==> config.mk <==
export PLATFORM = sky130hd
export DESIGN_NAME = alu_result_decryptor_flat
export DESIGN_NICKNAME = d
export VERILOG_FILES = /design/src/rtl/alu_crypto_pkg.sv /design/src/rtl/alu_result_decryptor_if.sv /design/src/rtl/alu_result_decryptor_inv_round.sv /design/src/rtl/alu_result_decryptor.sv /design/src/flat_wrapper.sv
export SDC_FILE = /design/constraint.sdc
export NUM_CORES = 1
export LEC_CHECK = 0
export BUFFER_PORTS_ARGS = -buffer_cell sky130_fd_sc_hd__buf_4
export CORE_MARGIN = 8
export CORE_UTILIZATION = 25
export DETAILED_ROUTE_END_ITERATION = 7
export HOLD_SLACK_MARGIN = 0.02
export PLACE_DENSITY_LB_ADDON = 0.25
export SYNTH_ARGS = -nofsm -noshare
export SYNTH_HDL_FRONTEND = slang
export SYNTH_SLANG_ARGS = --single-unit
==> constraint.sdc <==
create_clock -name clk -period 6.2 [get_ports clk]
set_clock_uncertainty 0.1 [all_clocks]
set_input_delay 0.31 -clock clk [delete_from_list [all_inputs] [get_ports clk]]
set_output_delay 0.31 -clock clk [all_outputs]
set_load 0.05 [all_outputs]
==> src/rtl/alu_crypto_pkg.sv <==
// Shared SPN primitives for the always-encrypted ALU: S-boxes, bit permutations,
// round-key derivation and the decryptor FSM state type.
package alu_crypto_pkg;

    localparam logic [7:0] RK2_CONST = 8'h3C;

    typedef enum logic [1:0] {
        ST_IDLE,
        ST_UNDO2,
        ST_UNDO1,
        ST_HOLD
    } dec_state_e;

    // Transaction context captured on input handshake; data is rewritten per round.
    typedef struct packed {
        logic [7:0] data;
        logic [7:0] key;
        logic [3:0] tag;
    } dec_ctx_t;

    function automatic logic [3:0] sbox4(input logic [3:0] x);
        case (x)
            4'h0: sbox4 = 4'hC;  4'h1: sbox4 = 4'h5;  4'h2: sbox4 = 4'h6;  4'h3: sbox4 = 4'hB;
            4'h4: sbox4 = 4'h9;  4'h5: sbox4 = 4'h0;  4'h6: sbox4 = 4'hA;  4'h7: sbox4 = 4'hD;
            4'h8: sbox4 = 4'h3;  4'h9: sbox4 = 4'hE;  4'hA: sbox4 = 4'hF;  4'hB: sbox4 = 4'h8;
            4'hC: sbox4 = 4'h4;  4'hD: sbox4 = 4'h7;  4'hE: sbox4 = 4'h1;  default: sbox4 = 4'h2;
        endcase
    endfunction

    function automatic logic [3:0] invsbox4(input logic [3:0] x);
        case (x)
            4'h0: invsbox4 = 4'h5;  4'h1: invsbox4 = 4'hE;  4'h2: invsbox4 = 4'hF;  4'h3: invsbox4 = 4'h8;
            4'h4: invsbox4 = 4'hC;  4'h5: invsbox4 = 4'h1;  4'h6: invsbox4 = 4'h2;  4'h7: invsbox4 = 4'hD;
            4'h8: invsbox4 = 4'hB;  4'h9: invsbox4 = 4'h4;  4'hA: invsbox4 = 4'h6;  4'hB: invsbox4 = 4'h3;
            4'hC: invsbox4 = 4'h0;  4'hD: invsbox4 = 4'h7;  4'hE: invsbox4 = 4'h9;  default: invsbox4 = 4'hA;
        endcase
    endfunction

    function automatic logic [7:0] sbox8(input logic [7:0] x);
        return {sbox4(x[7:4]), sbox4(x[3:0])};
    endfunction

    function automatic logic [7:0] invsbox8(input logic [7:0] x);
        return {invsbox4(x[7:4]), invsbox4(x[3:0])};
    endfunction

    function automatic logic [7:0] perm8(input logic [7:0] x);
        return {x[0], x[2], x[4], x[6], x[1], x[3], x[5], x[7]};
    endfunction

    function automatic logic [7:0] invperm8(input logic [7:0] x);
        return {x[0], x[4], x[1], x[5], x[2], x[6], x[3], x[7]};
    endfunction

    // k0 equals the key itself and cancels against the OTP XOR, so only k1/k2 exist.
    function automatic logic [7:0] round_key1(input logic [7:0] key);
        return {key[3:0], key[7:4]};
    endfunction

    function automatic logic [7:0] round_key2(input logic [7:0] key);
        return key ^ RK2_CONST;
    endfunction

endpackage

==> src/rtl/alu_result_decryptor_if.sv <==
// Valid/ready bus of the ALU result decryptor: cipher/key/tag in, plaintext/tag out.
interface alu_result_decryptor_if;
    logic       in_valid;
    logic       in_ready;
    logic [7:0] cipher_in;
    logic [7:0] key_in;
    logic [3:0] tag_in;
    logic       out_valid;
    logic       out_ready;
    logic [7:0] plain_out;
    logic [3:0] tag_out;

    modport master (
        output in_valid, cipher_in, key_in, tag_in, out_ready,
        input  in_ready, out_valid, plain_out, tag_out
    );

    modport slave (
        input  in_valid, cipher_in, key_in, tag_in, out_ready,
        output in_ready, out_valid, plain_out, tag_out
    );
endinterface

==> src/rtl/alu_result_decryptor_inv_round.sv <==
// One combinational inverse SPN round: y = invsbox8(invperm8(x ^ rk)).
module spn_inv_round
    import alu_crypto_pkg::*;
(
    input  logic [7:0] x,
    input  logic [7:0] rk,
    output logic [7:0] y
);

    assign y = invsbox8(invperm8(x ^ rk));

endmodule

==> src/rtl/alu_result_decryptor.sv <==
// Decrypts an 8-bit ALU result over two clocked inverse rounds under valid/ready.
// Optional completed-transaction counter enabled by defining ALU_DEC_STATS_EN.
module alu_result_decryptor
    import alu_crypto_pkg::*;
(
    input  logic                  clk,
    input  logic                  rst,
    alu_result_decryptor_if.slave bus,
    output logic [15:0]           dec_count
);

    dec_state_e state_q, state_d;
    dec_ctx_t   ctx_q, ctx_d;
    logic [7:0] round_key;
    logic [7:0] round_out;
    logic       out_fire;

    // Round keys come from the captured key so the source may change key_in freely.
    assign round_key = (state_q == ST_UNDO1) ? round_key1(ctx_q.key) : round_key2(ctx_q.key);

    spn_inv_round u_inv_round (
        .x  (ctx_q.data),
        .rk (round_key),
        .y  (round_out)
    );

    assign bus.in_ready  = (state_q == ST_IDLE) && !rst;
    assign bus.out_valid = (state_q == ST_HOLD);
    assign out_fire      = bus.out_valid && bus.out_ready;

    // Intermediate round state never leaks onto the result bus.
    assign bus.plain_out = bus.out_valid ? ctx_q.data : 8'h00;
    assign bus.tag_out   = bus.out_valid ? ctx_q.tag  : 4'h0;

    always_comb begin
        // NOTE: every variable gets a default first so no path through the case infers a latch.
        state_d = state_q;
        ctx_d   = ctx_q;
        case (state_q)
            ST_IDLE: begin
                if (bus.in_valid) begin
                    ctx_d.data = bus.cipher_in;
                    ctx_d.key  = bus.key_in;
                    ctx_d.tag  = bus.tag_in;
                    state_d    = ST_UNDO2;
                end
            end
            ST_UNDO2: begin
                ctx_d.data = round_out;
                state_d    = ST_UNDO1;
            end
            ST_UNDO1: begin
                ctx_d.data = round_out;
                state_d    = ST_HOLD;
            end
            ST_HOLD: begin
                if (bus.out_ready) state_d = ST_IDLE;
            end
            default: state_d = ST_IDLE;
        endcase
    end

    always_ff @(posedge clk) begin
        // NOTE: non-blocking assignments so every register samples pre-edge values.
        if (rst) begin
            state_q <= ST_IDLE;
            ctx_q   <= '0;
        end else begin
            state_q <= state_d;
            ctx_q   <= ctx_d;
        end
    end

`ifdef ALU_DEC_STATS_EN
    logic [15:0] dec_count_q, dec_count_d;

    always_comb begin
        dec_count_d = dec_count_q;
        if (out_fire && (dec_count_q != 16'hFFFF)) dec_count_d = dec_count_q + 16'd1;
    end

    always_ff @(posedge clk) begin
        if (rst) dec_count_q <= '0;
        else     dec_count_q <= dec_count_d;
    end

    assign dec_count = dec_count_q;
`else
    logic unused_fire;
    assign unused_fire = out_fire;
    assign dec_count   = 16'h0000;
`endif

endmodule
==> src/flat_wrapper.sv <==
// flat-port wrapper written by rule: the top's interface ports become plain ports
module alu_result_decryptor_flat import alu_crypto_pkg::*;
  (clk, rst, dec_count, bus_in_valid, bus_cipher_in, bus_key_in, bus_tag_in, bus_out_ready, bus_in_ready, bus_out_valid, bus_plain_out, bus_tag_out);
  alu_result_decryptor_if bus_i ();
  input  logic clk;
  input  logic rst;
  output logic [15:0] dec_count;
  input wire logic [$bits(bus_i.in_valid)-1:0] bus_in_valid;
  input wire logic [$bits(bus_i.cipher_in)-1:0] bus_cipher_in;
  input wire logic [$bits(bus_i.key_in)-1:0] bus_key_in;
  input wire logic [$bits(bus_i.tag_in)-1:0] bus_tag_in;
  input wire logic [$bits(bus_i.out_ready)-1:0] bus_out_ready;
  output wire logic [$bits(bus_i.in_ready)-1:0] bus_in_ready;
  output wire logic [$bits(bus_i.out_valid)-1:0] bus_out_valid;
  output wire logic [$bits(bus_i.plain_out)-1:0] bus_plain_out;
  output wire logic [$bits(bus_i.tag_out)-1:0] bus_tag_out;
  assign bus_i.in_valid = bus_in_valid;
  assign bus_i.cipher_in = bus_cipher_in;
  assign bus_i.key_in = bus_key_in;
  assign bus_i.tag_in = bus_tag_in;
  assign bus_i.out_ready = bus_out_ready;
  assign bus_in_ready = bus_i.in_ready;
  assign bus_out_valid = bus_i.out_valid;
  assign bus_plain_out = bus_i.plain_out;
  assign bus_tag_out = bus_i.tag_out;
  alu_result_decryptor u_core (.clk(clk), .rst(rst), .bus(bus_i), .dec_count(dec_count));
endmodule
# ---- Yosys cells after proc, flatten, opt, wreduce, memory -nomap -nowiden
# Memories as Yosys holds them, arrays and structs flattened.
# Cells that the tools add are included.
dict set report op_classes {
  reduce_logical 8
  muxes 8
  bitwise_logic 2
  n_eq_ne 5
}
# operator count
set ops {}
lappend ops {{$mux W20} 1}
lappend ops {{$mux W8} 2}
lappend ops {{$pmux W8 S2} 1}
lappend ops {{$pmux W2 S4} 1}
lappend ops {{$xor A8 B8 Y8} 1}
lappend ops {{$reduce_and A2 Y1} 3}
lappend ops {{$eq A2 B2 Y1 const B} 2}
lappend ops {{$mux W2} 2}
lappend ops {{$mux W4} 1}
lappend ops {{$ne A2 B2 Y1 const B} 2}
lappend ops {{$not A4 Y4} 1}
lappend ops {{$eq A2 B1 Y1 const B} 1}
lappend ops {{$logic_not A2 Y1} 1}
lappend ops {{$reduce_bool A2 Y1} 1}
lappend ops {{$reduce_or A2 Y1} 1}
lappend ops {{$logic_and A1 B1 Y1} 1}
lappend ops {{$logic_not A1 Y1} 1}
dict set report totals {
  n_memories 2
  output_inout_bits 30
  elab_cells 29
  register_bits 22
  in_bits 24
  romBits 128
}
# name depth word_bits read_ports rd_ports_with_merged_regs write_ports line_no
set mem_list {}
lappend mem_list {{(no name shown)} 16 4 1 0 0 alu_crypto_pkg.sv:31} ;# case (x)
lappend mem_list {{(no name shown)} 16 4 1 0 0 alu_crypto_pkg.sv:31}

# ---- Logic depth before layout (Yosys ltp)
# An unclocked memory read counts as a cell.
dict set report depth {
  word_depth 5
  ltp_mapped 10
  mapped_depth_nobuf 10
}

# ---- Hierarchy
# A second synthesis with hierarchy kept.
dict set report hier_totals {
  hier_cells 206
  area_unflattened_um2 1664.1
}
# mod area_each_um2 n_inst seq_area_each_um2 cells_each
set modules_own_cells {}
lappend modules_own_cells {alu_result_decryptor 1236.2 1 440.4 157}
lappend modules_own_cells {spn_inv_round 427.9 1 0.0 49}

# ---- Worst setup path before layout
# Ideal clock, no wire load.
dict set report synth_timing {
  path_kind {register to register}
  startpoint {register u_core.state_q[0]}
  endpoint {register u_core.ctx_q[19] in the netlist's numbering}
  synth_period_minus_slack_ps 2453
  required_ps 5970
  path_stages_with_launch 10
  arrival_time_ps 2223
  setup_ps 130
  setup_slack_ps 3747
  n_path_buf 1
  cell_sequence {dfxtp_1 -> inv_1 -> ha_1 -> buf_6 -> mux2i_1 -> xnor2_1 -> ha_1 -> mux2_4 -> a221oi_2 -> o22ai_1}
}
dict set report synth_via {
  elab_chain_len 5
  elab_cells_between_ends 11
  classes_between {eq/ne: 3; mux: 2; bitwise: 1; reduce/logical: 4; memory: 1}
}
# item line_no
set synth_lines {}
lappend synth_lines {{from (decl)} alu_result_decryptor.sv:12} ;# dec_state_e state_q, state_d;
lappend synth_lines {{from (signal assigned)} alu_result_decryptor.sv:69} ;# state_q <= state_d;
lappend synth_lines {{$eq A2 B2 Y1} {alu_result_decryptor.sv:19, alu_result_decryptor.sv:39}}
lappend synth_lines {{$mux W8} alu_result_decryptor.sv:19} ;# assign round_key = (state_q == ST_UNDO1) ? round_key1(ctx_q.key) : round_key2(ctx_q.key);
lappend synth_lines {{$xor A8 B8 Y8} alu_result_decryptor_inv_round.sv:10} ;# assign y = invsbox8(invperm8(x ^ rk));
lappend synth_lines {{$mem_v2 Z16 W4} n/a}
lappend synth_lines {{$pmux W8 S2} alu_result_decryptor.sv:39} ;# case (state_q)
lappend synth_lines {{to (signal assigned)} alu_result_decryptor.sv:70} ;# ctx_q <= ctx_d;
lappend synth_lines {{to (decl)} alu_result_decryptor.sv:13} ;# dec_ctx_t ctx_q, ctx_d;
# Parallel ways exist; a longest one is shown, timed or not.
# A chain may end at the register's enable or synchronous reset.

# ---- Worst setup path after layout
# Same ends and word-level chain as after synthesis.

==> impl_metrics.json <==
{
  "status": "complete, no violations",
  "cp_max_fo": 9,
  "fmax_mhz": 378.7,
  "yosys.area.top_type_share_pct": 26.81,
  "cts-hold-fix-buffers": 0,
  "seq_power_share_pct": 21.7,
  "routed_wirelength_um": 4400,
  "relSlewSlack_pct": 41.70,
  "synth_top_area_cell": "dfxtp_1",
  "grt_pass1_vias": 1571,
  "cts_buffer_depth": 2,
  "syn_area_per_cell_um2": 7.606,
  "remaining_drc_errors": 0,
  "sw_frac_of_total_pct": 46.48,
  "avgViaCountPerCell": 4.647,
  "grtUsageMet2_pct": 16.56,
  "crit_required_ps": 6250,
  "power.internal_uw": 523.1,
  "grt_pass1_wl_um": 7562,
  "hold_class": "input port to flip-flop",
  "rrSetupSlack_ps": 3560,
  "ys_async_sr_fraction_pct": 0,
  "drtIter0Drc": 63,
  "hold_viol": 0,
  "diodes": 0,
  "place_hpwl_um": 3336,
  "die_width_um": 97.07,
  "cp-start-kind": "flip-flop",
  "setup_violations": 0,
  "htree_levels": 1,
  "yosys_register_bits": 22,
  "cts-root-buf": "clkbuf_8",
  "timing.rr.end": "u_core.ctx_q[19]$_SDFFE_PP0P_",
  "cts_tree": "built",
  "synth_common_cells": "nand2_1 (31), a21oi_1 (26), dfxtp_1 (22)",
  "grt_util_all_layers_pct": 9.354,
  "placementRows": 29,
  "fillers": 687,
  "layout_min_cycle_time_ps": 2641,
  "busiest_layer": "met2",
  "dr.pass1.iters": 4,
  "end_kind": "flip-flop",
  "cts_buffers": 3,
  "peakVddDrop_uv": 200.1,
  "syn_to_final_growth_pct": 20.03,
  "wl_per_cell_um": 13.62,
  "grt.met3_usage_pct": 2.703,
  "seq_area_frac_synth_pct": 26.81,
  "holdPathStages": 3,
  "worstReg2RegStart": "u_core.state_q[0]$_SDFFE_PP0P_",
  "path_clk_slew_ps": 90,
  "synth_flop_cell": "dfxtp_1",
  "worstSetupPathType": "flip-flop to flip-flop",
  "via_count": 1501,
  "io_pins": 54,
  "layout.nets": 277,
  "arrival_ps": 2690,
  "tightest_slew_ps": 871.2,
  "p_switching_uw": 454.3,
  "maxSlewViolCount": 0,
  "post_cts_buffers": 0,
  "final_core_util_pct": 31.05,
  "ant_nets": 0,
  "syn_area_mm2": 0.001643,
  "hold_start": "bus_tag_in[0]",
  "p_per_area_mw_per_mm2": 495.7,
  "antenna_found_initial": 0,
  "rsz0062_at_grt": "no",
  "final_layout_size_suffix_gt1_share_pct": 21.14,
  "ff2ff_path_depth": 8,
  "place_congestion": 0.7949,
  "cap_viol_max_count": 0,
  "synth_cells": 216,
  "report.power.total_uw": 977.4,
  "cts.sinks": 22,
  "fp.dieH_um": 97.07,
  "ctsResizeCount": 0,
  "power.share.clock_pct": 13.9,
  "synth.most_common_cell": "nand2_1",
  "synth_edf_count": 0,
  "ys.warnings.count": 0,
  "combPwrFrac_pct": 64.4,
  "min_to": "u_core.ctx_q[0]$_SDFFE_PP0P_",
  "grt.overflow.total": 0,
  "yosysUniqueCellTypes": 43,
  "post-route-period-util_pct": 42.59,
  "portBuffers": 37,
  "dieArea_mm2": 0.009422,
  "core-area_mm2": 0.006350,
  "power.leakage_nw": 0.8450,
  "grt_max_degree": 25,
  "clkLatencyLatePin_ps": 260,
  "synth_area_leaders": "dfxtp_1 (27%), a21oi_1 (7.9%), buf_4 (7.3%)",
  "grt_util_met1_pct": 10.85,
  "final.setup.tns_ps": 0,
  "initial_utilization_pct": 25.87
}
stage by stage:
step	area, um2	setup WS (ps)	hold slack (ps)	std cells
after global routing	1972	3321	184.6	323
after detailed placement	1901	3560	343.5	319
final	1972	3559	186.6	323
after floorplan	1699	3747	288.5	231
after CTS	1972	3537	173.2	323
after global placement	1901	3594	337.5	319
cells by family after synthesis:
| kind of cell | Yosys count | share of synthesized area [%] |
|---|---|---|
| XOR/XNOR | 8 | 4.722 |
| other | 1 | 0.2283 |
| adder cells (fa/ha/maj) | 6 | 4.570 |
| AND/OR/NAND/NOR | 86 | 26.66 |
| multiplexers | 9 | 5.864 |
| AO/OA/AOI/OAI | 49 | 18.58 |
| flip-flops | 22 | 26.81 |
| buffers and inverters | 35 | 12.57 |
flip-flops by register name, indices dropped and copies added, names as in the netlist:
name	count
u_core.state_q	2
u_core.ctx_q	20
layout by cell type, fill, tap and decap left out, types with 2 or more instances in the layout:
master	count
xnor2_1	5
nand2_1	31
inv_1	9
mux2i_1	7
nor3b_1	7
nor2b_1	2
buf_4	37
clkbuf_8	3
dfxtp_1	22
and2_1	13
nor2_1	15
nand4_1	2
a21oi_1	26
ha_1	6
o22ai_1	6
xor2_1	2
nor3_1	5
nand3_1	3
o21ai_0	5
a211oi_1	2
a221oi_1	2
conb_1	16
layout make-up:
class                      instances  area (um2)  share of cell area (%)
timing repair buffer              37       277.8                   14.09
multi-input combinational        174        1052                   53.36
sequential                        22       440.4                   22.34
tap                               77       96.34                   4.886
inverter                           9       33.78                   1.713
clock inverter                     1       30.03                   1.523
clock buffer                       3       41.29                   2.094
layer usage:
layer | part of all wire [%] | wire length [um] | vias to the layer above
met5 | 0 | 0 | -
met4 | 0.48 | 21 | 0
met3 | 5.7 | 252 | 2
met2 | 47 | 2070 | 39
met1 | 47 | 2055 | 685
li1 | - | - | 775
critical path: stages (launching register included):
cell and delay [ps]:
dfxtp_1 350, inv_1 80, ha_1 290, mux2i_1 170
xnor2_1 520, ha_1 360, mux2_4 280, a221oi_2 260
o22ai_1 110
worst max path at each step:
stage,slack [ps],end,start,cells after the start
2_1_floorplan,3750,u_core.ctx_q[19]$_SDFFE_PP0P_,u_core.state_q[0]$_SDFFE_PP0P_,9
3_3_place_gp,3590,u_core.ctx_q[19]$_SDFFE_PP0P_,u_core.state_q[0]$_SDFFE_PP0P_,8
3_5_place_dp,3560,u_core.ctx_q[19]$_SDFFE_PP0P_,u_core.state_q[0]$_SDFFE_PP0P_,8
4_1_cts,3540,u_core.ctx_q[19]$_SDFFE_PP0P_,u_core.state_q[0]$_SDFFE_PP0P_,8
5_1_grt,3320,u_core.ctx_q[19]$_SDFFE_PP0P_,u_core.state_q[0]$_SDFFE_PP0P_,8
6_report,3560,u_core.ctx_q[19]$_SDFFE_PP0P_,u_core.state_q[0]$_SDFFE_PP0P_,8
power by group through the flow:
| stage | clock network, mW | logic (mW) | registers (mW) |
|---|---|---|---|
| 3_3_place_gp | 0 | 0.628 | 0.216 |
| 6_report | 0.136 | 0.629 | 0.212 |
| 4_1_cts | 0.142 | 0.633 | 0.214 |
| 2_1_floorplan | 0 | 0.539 | 0.205 |
| 3_5_place_dp | 0 | 0.630 | 0.217 |
| 5_1_grt | 0.149 | 0.702 | 0.219 |
No activity file was read; power rests on OpenSTA's default activity.
